$ cat src/rtl/bus_uart_tx_if.sv
// CPU bus port of the memory-mapped UART transmitter: address/write path in,
// registered read data and window-hit strobe out.
interface bus_uart_tx_if;
  logic [15:0] Address;
  logic [7:0]  DataIn;
  logic        WE;
  logic [7:0]  DataOut;
  logic        SEL;

  modport master (output Address, DataIn, WE, input DataOut, SEL);
  modport slave  (input Address, DataIn, WE, output DataOut, SEL);
endinterface

$ cat src/rtl/bus_uart_tx.sv
// Memory-mapped 8N1 serial transmitter with a small byte FIFO and a 4-register window.
// Optional even-parity bit enabled by defining UART_TX_PARITY_EN.
module bus_uart_tx #(
  parameter logic [15:0] BASE      = 16'hFF00,
  parameter int unsigned DEPTH     = 4,
  parameter logic [7:0]  DIV_RESET = 8'd15
) (
  input  logic          CLK,
  input  logic          R,
  bus_uart_tx_if.slave  bus,
  output logic          TXD
);

  localparam int unsigned PW = $clog2(DEPTH);
  localparam int unsigned CW = PW + 1;
`ifdef UART_TX_PARITY_EN
  localparam logic PAR_EN = 1'b1;
`else
  localparam logic PAR_EN = 1'b0;
`endif

  typedef enum logic [2:0] {
    S_IDLE, S_START, S_DATA, S_STOP
`ifdef UART_TX_PARITY_EN
    , S_PARITY
`endif
  } state_t;

  // Bus decode
  logic       hit_c, wr_c;
  logic [1:0] off_c;
  assign hit_c = (bus.Address[15:2] == BASE[15:2]);
  assign off_c = bus.Address[1:0];
  assign wr_c  = bus.WE & hit_c;

  // Control registers
  logic [7:0] div_q;
  logic       en_q, ovf_q;

  // FIFO storage and bookkeeping
  logic [7:0]    mem_q [DEPTH];
  logic [PW-1:0] wptr_q, rptr_q;
  logic [CW-1:0] cnt_q;
  logic          full_c, empty_c, push_req_c, push_ok_c, pop_c;
  logic [7:0]    head_c;

  assign full_c     = (cnt_q == CW'(DEPTH));
  assign empty_c    = (cnt_q == '0);
  assign head_c     = mem_q[rptr_q];
  assign push_req_c = wr_c && (off_c == 2'd0);
  assign push_ok_c  = push_req_c && (!full_c || pop_c);

  // Shifter state
  state_t     state_q, state_d;
  logic [7:0] shift_q, shift_d;
  logic [2:0] bit_q, bit_d;
  logic [7:0] tmr_q, tmr_d;
  logic       par_q, par_d;
  logic       txd_q, txd_d;
  logic       bit_end_c;

  assign bit_end_c = (tmr_q == '0);
  assign TXD       = txd_q;

  always_ff @(posedge CLK) begin
    if (push_ok_c) mem_q[wptr_q] <= bus.DataIn;
  end

  always_ff @(posedge CLK or negedge R) begin
    if (!R) begin
      wptr_q <= '0;
      rptr_q <= '0;
      cnt_q  <= '0;
    end else begin
      if (push_ok_c) wptr_q <= wptr_q + PW'(1);
      if (pop_c)     rptr_q <= rptr_q + PW'(1);
      unique case ({push_ok_c, pop_c})
        2'b10:   cnt_q <= cnt_q + CW'(1);
        2'b01:   cnt_q <= cnt_q - CW'(1);
        default: cnt_q <= cnt_q;
      endcase
    end
  end

  // Register writes; a dropped push setting overflow beats a clearing write
  always_ff @(posedge CLK or negedge R) begin
    if (!R) begin
      div_q <= DIV_RESET;
      en_q  <= 1'b1;
      ovf_q <= 1'b0;
    end else begin
      if (wr_c && off_c == 2'd2) div_q <= bus.DataIn;
      if (wr_c && off_c == 2'd3) en_q  <= bus.DataIn[0];
      if (push_req_c && !push_ok_c)                     ovf_q <= 1'b1;
      else if (wr_c && off_c == 2'd1 && bus.DataIn[3])  ovf_q <= 1'b0;
    end
  end

  always_ff @(posedge CLK or negedge R) begin
    if (!R) begin
      state_q <= S_IDLE;
      shift_q <= '0;
      bit_q   <= '0;
      tmr_q   <= '0;
      par_q   <= 1'b0;
      txd_q   <= 1'b1;
    end else begin
      state_q <= state_d;
      shift_q <= shift_d;
      bit_q   <= bit_d;
      tmr_q   <= tmr_d;
      par_q   <= par_d;
      txd_q   <= txd_d;
    end
  end

  // Next state; the timer reloads DIV at every bit start so DIV changes land on a boundary
  always_comb begin
    state_d = state_q;
    shift_d = shift_q;
    bit_d   = bit_q;
    tmr_d   = tmr_q;
    par_d   = par_q;
    pop_c   = 1'b0;
    txd_d   = 1'b1;

    if (state_q != S_IDLE && !bit_end_c) tmr_d = tmr_q - 8'd1;

    unique case (state_q)
      S_IDLE: begin
        if (en_q && !empty_c) pop_c = 1'b1;
      end
      S_START: begin
        if (bit_end_c) begin
          state_d = S_DATA;
          tmr_d   = div_q;
        end
      end
      S_DATA: begin
        if (bit_end_c) begin
          tmr_d   = div_q;
          shift_d = shift_q >> 1;
          bit_d   = bit_q + 3'd1;
          if (bit_q == 3'd7) begin
`ifdef UART_TX_PARITY_EN
            state_d = S_PARITY;
`else
            state_d = S_STOP;
`endif
          end
        end
      end
`ifdef UART_TX_PARITY_EN
      S_PARITY: begin
        if (bit_end_c) begin
          state_d = S_STOP;
          tmr_d   = div_q;
        end
      end
`endif
      S_STOP: begin
        if (bit_end_c) begin
          if (en_q && !empty_c) pop_c = 1'b1;
          else                  state_d = S_IDLE;
        end
      end
      default: state_d = S_IDLE;
    endcase

    if (pop_c) begin
      state_d = S_START;
      shift_d = head_c;
      bit_d   = '0;
      tmr_d   = div_q;
      par_d   = ^head_c;
    end

    unique case (state_d)
      S_START:  txd_d = 1'b0;
      S_DATA:   txd_d = shift_d[0];
`ifdef UART_TX_PARITY_EN
      S_PARITY: txd_d = par_d;
`endif
      default:  txd_d = 1'b1;
    endcase
  end

  // Read mux, registered to match the memory's one-cycle read
  logic [7:0] rd_c;
  always_comb begin
    rd_c = '0;
    unique case (off_c)
      2'd0: rd_c = empty_c ? 8'h00 : head_c;
      2'd1: rd_c = {4'(cnt_q), ovf_q, (state_q != S_IDLE), empty_c, full_c};
      2'd2: rd_c = div_q;
      2'd3: rd_c = {6'b0, PAR_EN, en_q};
      default: rd_c = '0;
    endcase
  end

  always_ff @(posedge CLK or negedge R) begin
    if (!R) begin
      bus.DataOut <= '0;
      bus.SEL     <= 1'b0;
    end else begin
      bus.DataOut <= hit_c ? rd_c : 8'h00;
      bus.SEL     <= hit_c;
    end
  end

endmodule

$ cat src/flat_wrapper.sv
// flat-port wrapper written by rule: the top's interface ports become plain ports
module bus_uart_tx_flat 
#(
  parameter logic [15:0] BASE      = 16'hFF00,
  parameter int unsigned DEPTH     = 4,
  parameter logic [7:0]  DIV_RESET = 8'd15
)
  (CLK, R, TXD, bus_Address, bus_DataIn, bus_WE, bus_DataOut, bus_SEL);
  bus_uart_tx_if bus_i ();
  input  logic CLK;
  input  logic R;
  output logic TXD;
  input wire logic [$bits(bus_i.Address)-1:0] bus_Address;
  input wire logic [$bits(bus_i.DataIn)-1:0] bus_DataIn;
  input wire logic [$bits(bus_i.WE)-1:0] bus_WE;
  output wire logic [$bits(bus_i.DataOut)-1:0] bus_DataOut;
  output wire logic [$bits(bus_i.SEL)-1:0] bus_SEL;
  assign bus_i.Address = bus_Address;
  assign bus_i.DataIn = bus_DataIn;
  assign bus_i.WE = bus_WE;
  assign bus_DataOut = bus_i.DataOut;
  assign bus_SEL = bus_i.SEL;
  bus_uart_tx #(.BASE(BASE), .DEPTH(DEPTH), .DIV_RESET(DIV_RESET)) u_core (.CLK(CLK), .R(R), .bus(bus_i), .TXD(TXD));
endmodule
$ cat config.mk
export PLATFORM = sky130hd
export DESIGN_NAME = bus_uart_tx_flat
export DESIGN_NICKNAME = d
export VERILOG_FILES = /design/src/rtl/bus_uart_tx_if.sv /design/src/rtl/bus_uart_tx.sv /design/src/flat_wrapper.sv
export SDC_FILE = /design/constraint.sdc
export NUM_CORES = 1
export LEC_CHECK = 0
export CAP_MARGIN = 10
export CORE_MARGIN = 2
export CORE_UTILIZATION = 40
export DETAILED_ROUTE_END_ITERATION = 12
export GPL_TIMING_DRIVEN = 0
export PLACE_DENSITY = 0.68
export SETUP_SLACK_MARGIN = 0.15
export SYNTH_ARGS = -nofsm -noshare
export SYNTH_HDL_FRONTEND = slang
export SYNTH_SLANG_ARGS = --single-unit
$ cat constraint.sdc
create_clock -name CLK -period 7.8 [get_ports CLK]
set_clock_uncertainty 0.05 [all_clocks]
set_input_delay 1.56 -clock CLK [delete_from_list [all_inputs] [get_ports CLK]]
set_output_delay 1.56 -clock CLK [all_outputs]
set_load 0.01 [all_outputs]
Yosys cells after proc, flatten, opt, wreduce, memory -nomap -nowiden
Memories as Yosys holds them, arrays and structs flattened.
Cells that the tools add are included.
Word-level totals
  RAM bits: 32
  memories kept: 1
  bits in registers: 49
  output and inout port bits: 10
Memories
  u_core.mem_q: depth 4, bits a word 8, read ports 1, clocked after Yosys merged registers in 0, wr ports 1, RTL line bus_uart_tx.sv:41  | logic [7:0] mem_q [DEPTH];
Cells by class
  bitwise logic cells: 1
  muxes and demuxes: 29
  reduce and logical (&&, ||, !) cells: 25
  add/subtract/negate cells: 6
  equality and inequality tests: 13
Operators by type and width (number)
  $mux 8: 9
  $pmux 8 s4: 1
  $mux 3: 9
  $eq 14x14->1 const B: 1
  $pmux 3 s4: 1
  $eq 3x2->1 const B: 3
  $logic_and 1x1->1: 9
  $logic_not 8->1: 1
  $reduce_bool 2->1: 4
  $sub 8x1->8 const B: 1
  $add 3x1->3 const B: 2
  $eq 2x2->1 const B: 3
  $eq 3x1->1 const B: 2
  $eq 3x3->1 const B: 2
  $logic_not 3->1: 2
  $mux 1: 6
  $pmux 3 s2: 1
  $add 2x1->2 const B: 2
  $eq 2x1->1 const B: 2
  $logic_not 1->1: 4
  $pmux 1 s2: 2
  $reduce_bool 3->1: 1
  $sub 3x1->3 const B: 1
  $logic_not 2->1: 1
  other kinds (4): 4

Logic depth before layout (Yosys ltp)
Gate-level depths: netlist of run 1.
  word-level depth: 11
  mapped depth: 12
  gate-level depth less buffers: 12

Least setup slack after synthesis of run 1
No wires, ideal clock.
  path type: input port to flip-flop
  start: input port bus_Address[3]
  end: register u_core.cnt_q[2]
  required time: 7.621 ns
  arrival: 3.836 ns
  setup slack: 3.785 ns
  cell stages on the path: 10
  cell sequence: or4b_1 nor4_2 nand3b_2 a311oi_4 inv_1 ha_1 fa_1 xnor2_1 nor2_1 xor2_1
On the way
  cells in the longest elaborated chain, start to end: 6
  elaborated cells between the ends (all ways): 8
  those cells by class: eq/ne (3); mux (1); bitwise (1); reduce/logical (3)
RTL lines
  start: declaration: RTL line flat_wrapper.sv:13  | input wire logic [$bits(bus_i.Address)-1:0] bus_Address;
  $eq 14x14->1 *: RTL line bus_uart_tx.sv:32  | assign hit_c = (bus.Address[15:2] == BASE[15:2]);
  $and 1x1->1 *: RTL line bus_uart_tx.sv:34  | assign wr_c = bus.WE & hit_c;
  $logic_and 1x1->1 *: RTL line bus_uart_tx.sv:50  | assign push_req_c = wr_c && (off_c == 2'd0);
  $logic_and 1x1->1 *: RTL line bus_uart_tx.sv:51  | assign push_ok_c = push_req_c && (!full_c || pop_c);
  $eq 2x1->1 or $eq 2x2->1 (tied branches): RTL line bus_uart_tx.sv:77  | unique case ({push_ok_c, pop_c})
  $pmux 3 s2 or $reduce_bool 2->1 (tied branches)
  end signal: assignment: RTL line bus_uart_tx.sv:78  | 2'b10: cnt_q <= cnt_q + CW'(1);
  end signal: assignment: RTL line bus_uart_tx.sv:79  | 2'b01: cnt_q <= cnt_q - CW'(1);
  end signal: assignment: RTL line bus_uart_tx.sv:80  | default: cnt_q <= cnt_q;
  end: declaration: RTL line bus_uart_tx.sv:43  | logic [CW-1:0] cnt_q;
Every way passes the cells marked *; elsewhere a longest branch is shown, timed or not.
A chain may end at the register's enable or synchronous reset.

Worst setup path after layout of run 1
Same ends and word-level chain as after synthesis.

==> flow_metrics.env, run 1 <==
export IMPL_drt_first_pass_iters=4
export IMPL_worstPathRequired_ps=8040
export IMPL_status="finished clean"
export IMPL_maxClockFrequency_mhz=232
export IMPL_avgSynthCellArea_um2=13.0
export IMPL_yosysSeqAreaShare_pct=57.5
export IMPL_design_portCount=37
export IMPL_yosys_warnings=0
export IMPL_tritoncts="done"
export IMPL_crit_fanout=7
export IMPL_drtIter0Drc=175
export IMPL_antenna_found_initial=0
export IMPL_diodes=0
export IMPL_multi_input_area_um2=1520
export IMPL_clk_pin_slew_worst_paths_ps=80
export IMPL_dp_hpwl_um=5420
export IMPL_crit_path_end_kind="register"
export IMPL_core_um2=9240
export IMPL_place_congestion=0.835
export IMPL_cts_resized_gates=0
export IMPL_syn_num_nets=329
export IMPL_rows=35
export IMPL_synthCells=293
export IMPL_ir_worst_vdd_mv=0.126
export IMPL_p_per_area_nw_per_um2=174
export IMPL_critPathLaunchType="primary input"
export IMPL_viasPerCell=5.19
export IMPL_ys_flop_type="dfrtp_1"
export IMPL_slew_viol_final=0
export IMPL_grt_pass1_wl_um=12400
export IMPL_synth_edf_count=32
export IMPL_start_util_pct=41.3
export IMPL_ys_types=51
export IMPL_grt_overflow=0
export IMPL_preCtsSetupSlack_ps=3120
export IMPL_fp_dieH_um=102
export IMPL_finalCritPeriodShare_pct=55.4
export IMPL_hold_viol=0
export IMPL_critPathKind="in -> reg"
export IMPL_fin_nets=376
export IMPL_htree_num_levels=3
export IMPL_die_w_um=102
export IMPL_synth_area_leader_cell="dfrtp_1"
export IMPL_stdcell_area_um2=4530
export IMPL_ys_ff_latch=81
export IMPL_worstSkewPairLatency_ps=360
export IMPL_postSynth_asyncResetShare_pct=60.5
export IMPL_clockBufferDepth=2
export IMPL_drive_gt1_share_pct=19.7
export IMPL_ys_top_cells_by_count="43 x dfrtp_1, 32 x edfxtp_1, 25 x nand2_1"
export IMPL_hp_class="reg -> reg"
export IMPL_clockRootBuffer="clkbuf_8"
export IMPL_numCtsBuffers=9
export IMPL_vias=2459
export IMPL_clock_sinks=81
export IMPL_cts_setup_buffers=0
export IMPL_max_cap_violations=0
export IMPL_rrSetupSlack_ps=4550
export IMPL_synth_area_um2=3820
export IMPL_area_growth_pct=18.6
export IMPL_grt_setup_unrepaired="false"
export IMPL_synth_top_area_share_pct=28.2
export IMPL_setup_viol=0
export IMPL_wl_um=7250
export IMPL_grt_total_usage_pct=15.9
export IMPL_wire_per_inst_um=15.3
export IMPL_ctsHoldBuffers=0
export IMPL_synth_most_common_cell="dfrtp_1"
export IMPL_synth_area_top_cells="dfrtp_1 28%, edfxtp_1 25%, mux2_2 5.0%"
export IMPL_leakagePower_nw=1.90
export IMPL_grt_max_degree=35
export IMPL_port_buffers=35
export IMPL_area_sequential_um2=2190
export IMPL_first_global_vias=2479
export IMPL_setup_tns_final_ps=0
export IMPL_finalWorstSetupSlack_ps=3480
export IMPL_post_dp_cell_area_um2=4340
export IMPL_period_minus_slack_ps=4320
export IMPL_drcViolationCount=0
export IMPL_arrival_ps=4560
export IMPL_max_slew_worst_pin_slew_ps=625
export IMPL_die_area_um2=10300
export IMPL_n_fill_cell=811
export IMPL_ant_nets=0
export IMPL_slew_headroom_pct=58.0
-- final timing paths --
kind,startpoint,to,cells past startpoint
worst max-delay path,bus_Address[3],u_core.cnt_q[2],11
worst min-delay path,u_core.shift_q[7],u_core.shift_q[7],2
worst max register to register,u_core.tmr_q[0],u_core.cnt_q[2],12
worst min register to register,u_core.shift_q[7],u_core.shift_q[7],2
max in group asynchronous,R,u_core.div_q[1],2
min in group asynchronous,R,u_core.bus.DataOut[5],1
-- area by class of cell --
class,instances,share of cell area (%)
well taps,129,3.57
flip-flops and latches,81,48.5
repair buffers,36,8.07
clock buffers,9,2.74
plain buffers,12,1.52
inverters,10,0.829
clock inverters,7,1.30
multi-input cells,190,33.5
-- cells by family (layout without fill, tap and decap cells) --
kind of cell               after synthesis  in the layout  synth area share, %
AOI/OAI and AO/OA                       37             37                 6.46
xor gates and xnor gates                11             11                 2.52
adders and majority gates                9              9                 3.15
buffers and inverters                   22             74                 2.79
DFF                                     81             81                 57.5
muxes                                   41             41                 14.1
other                                    1              1               0.0983
and+or+nand+nor                         91             91                 13.4
-- critical path, stage by stage --
cell and delay (ps):
clkdlybuf4s50_1 390, or4b_1 570, nor4_2 240, nand3b_2 180, a311oi_4 490, inv_1 100
ha_1 240, fa_1 380, xnor2_1 140, nor2_1 110, xor2_1 160
-- metrics by stage --
step	util [%]	cells	hold WS, ps	total power, mW
after global placement	46.8	457	437	0.506
final	49.0	474	460	0.786
after detailed placement	47.0	458	441	0.508
after floorplan	-	293	416	0.481
after CTS	49.0	474	463	0.796
after global routing	49.0	474	493	0.820
-- metal layers --
| metal | vias to the layer above | GRT usage, % | routed length, um |
|---|---|---|---|
| met1 | 1233 | 21.5 | 3410 |
| met5 | - | 0 | 0 |
| met4 | 0 | 5.30 | 101 |
| met2 | 59 | 25.2 | 3420 |
| met3 | 7 | 4.28 | 329 |
| li1 | 1160 | - | - |
-- cell usage in the layout, fill, tap and decap left out, types with 3 or more instances in the layout --
cell,count
clkdlybuf4s50_1,34
buf_2,3
edfxtp_1,32
mux4_2,8
nor2_1,20
a22oi_1,6
and2_1,6
nand2_1,25
o21ai_0,16
inv_1,10
mux2_2,17
nand3b_1,5
nor3_1,4
mux2i_1,15
nand2b_1,3
dfrtp_1,43
clkbuf_1,7
clkbuf_8,10
nand4_1,3
xnor2_1,9
ha_1,8
and2_2,4
dfstp_2,6
inv_6,4
a21oi_1,7
-- flip-flops by register name (all words and copies together) (netlist names) --
| name | flops |
|---|---|
| u_core.state_q | 3 |
| u_core.ovf_q | 1 |
| u_core.bit_q | 3 |
| u_core.cnt_q | 3 |
| u_core.rptr_q | 2 |
| u_core.div_q | 8 |
| u_core.shift_q | 8 |
| u_core.bus.SEL | 1 |
| u_core.bus.DataOut | 8 |
| u_core.TXD | 1 |
| u_core.en_q | 1 |
| u_core.wptr_q | 2 |
| u_core.tmr_q | 8 |
| u_core.mem_q | 32 |
-- power breakdown --
part | leakage, nW | total (mW) | internal, mW | switching [mW]
Sequential | 0.943 | 0.447 | 0.445 | 0.00239
Combinational | 0.862 | 0.0511 | 0.0253 | 0.0259
Clock | 0.0946 | 0.287 | 0.122 | 0.166
Power figures use the tool's default switching activity.
==> run 2: changes to the inputs <==
==> constraint.sdc (replaced) <==
create_clock -name CLK -period 4.2 [get_ports CLK]
set_clock_uncertainty 0.05 [all_clocks]
set_input_delay 0.84 -clock CLK [delete_from_list [all_inputs] [get_ports CLK]]
set_output_delay 0.84 -clock CLK [all_outputs]
set_load 0.01 [all_outputs]
==> results of run 2 <==
The final DEF is identical to that of run 1. Status: finished clean.
Main changes from that run: setup slack after placement 3120 ps -> 239 ps; clock-pin slew on the worst setup and hold paths 80 ps -> 90 ps; setup slack after layout 3480 ps -> 601 ps; hold slack 460 ps -> 336 ps; register-to-register setup slack 4550 ps -> 950 ps; total power 0.786 mW -> 1.46 mW; worst IR drop on VDD 0.126 mV -> 0.234 mV
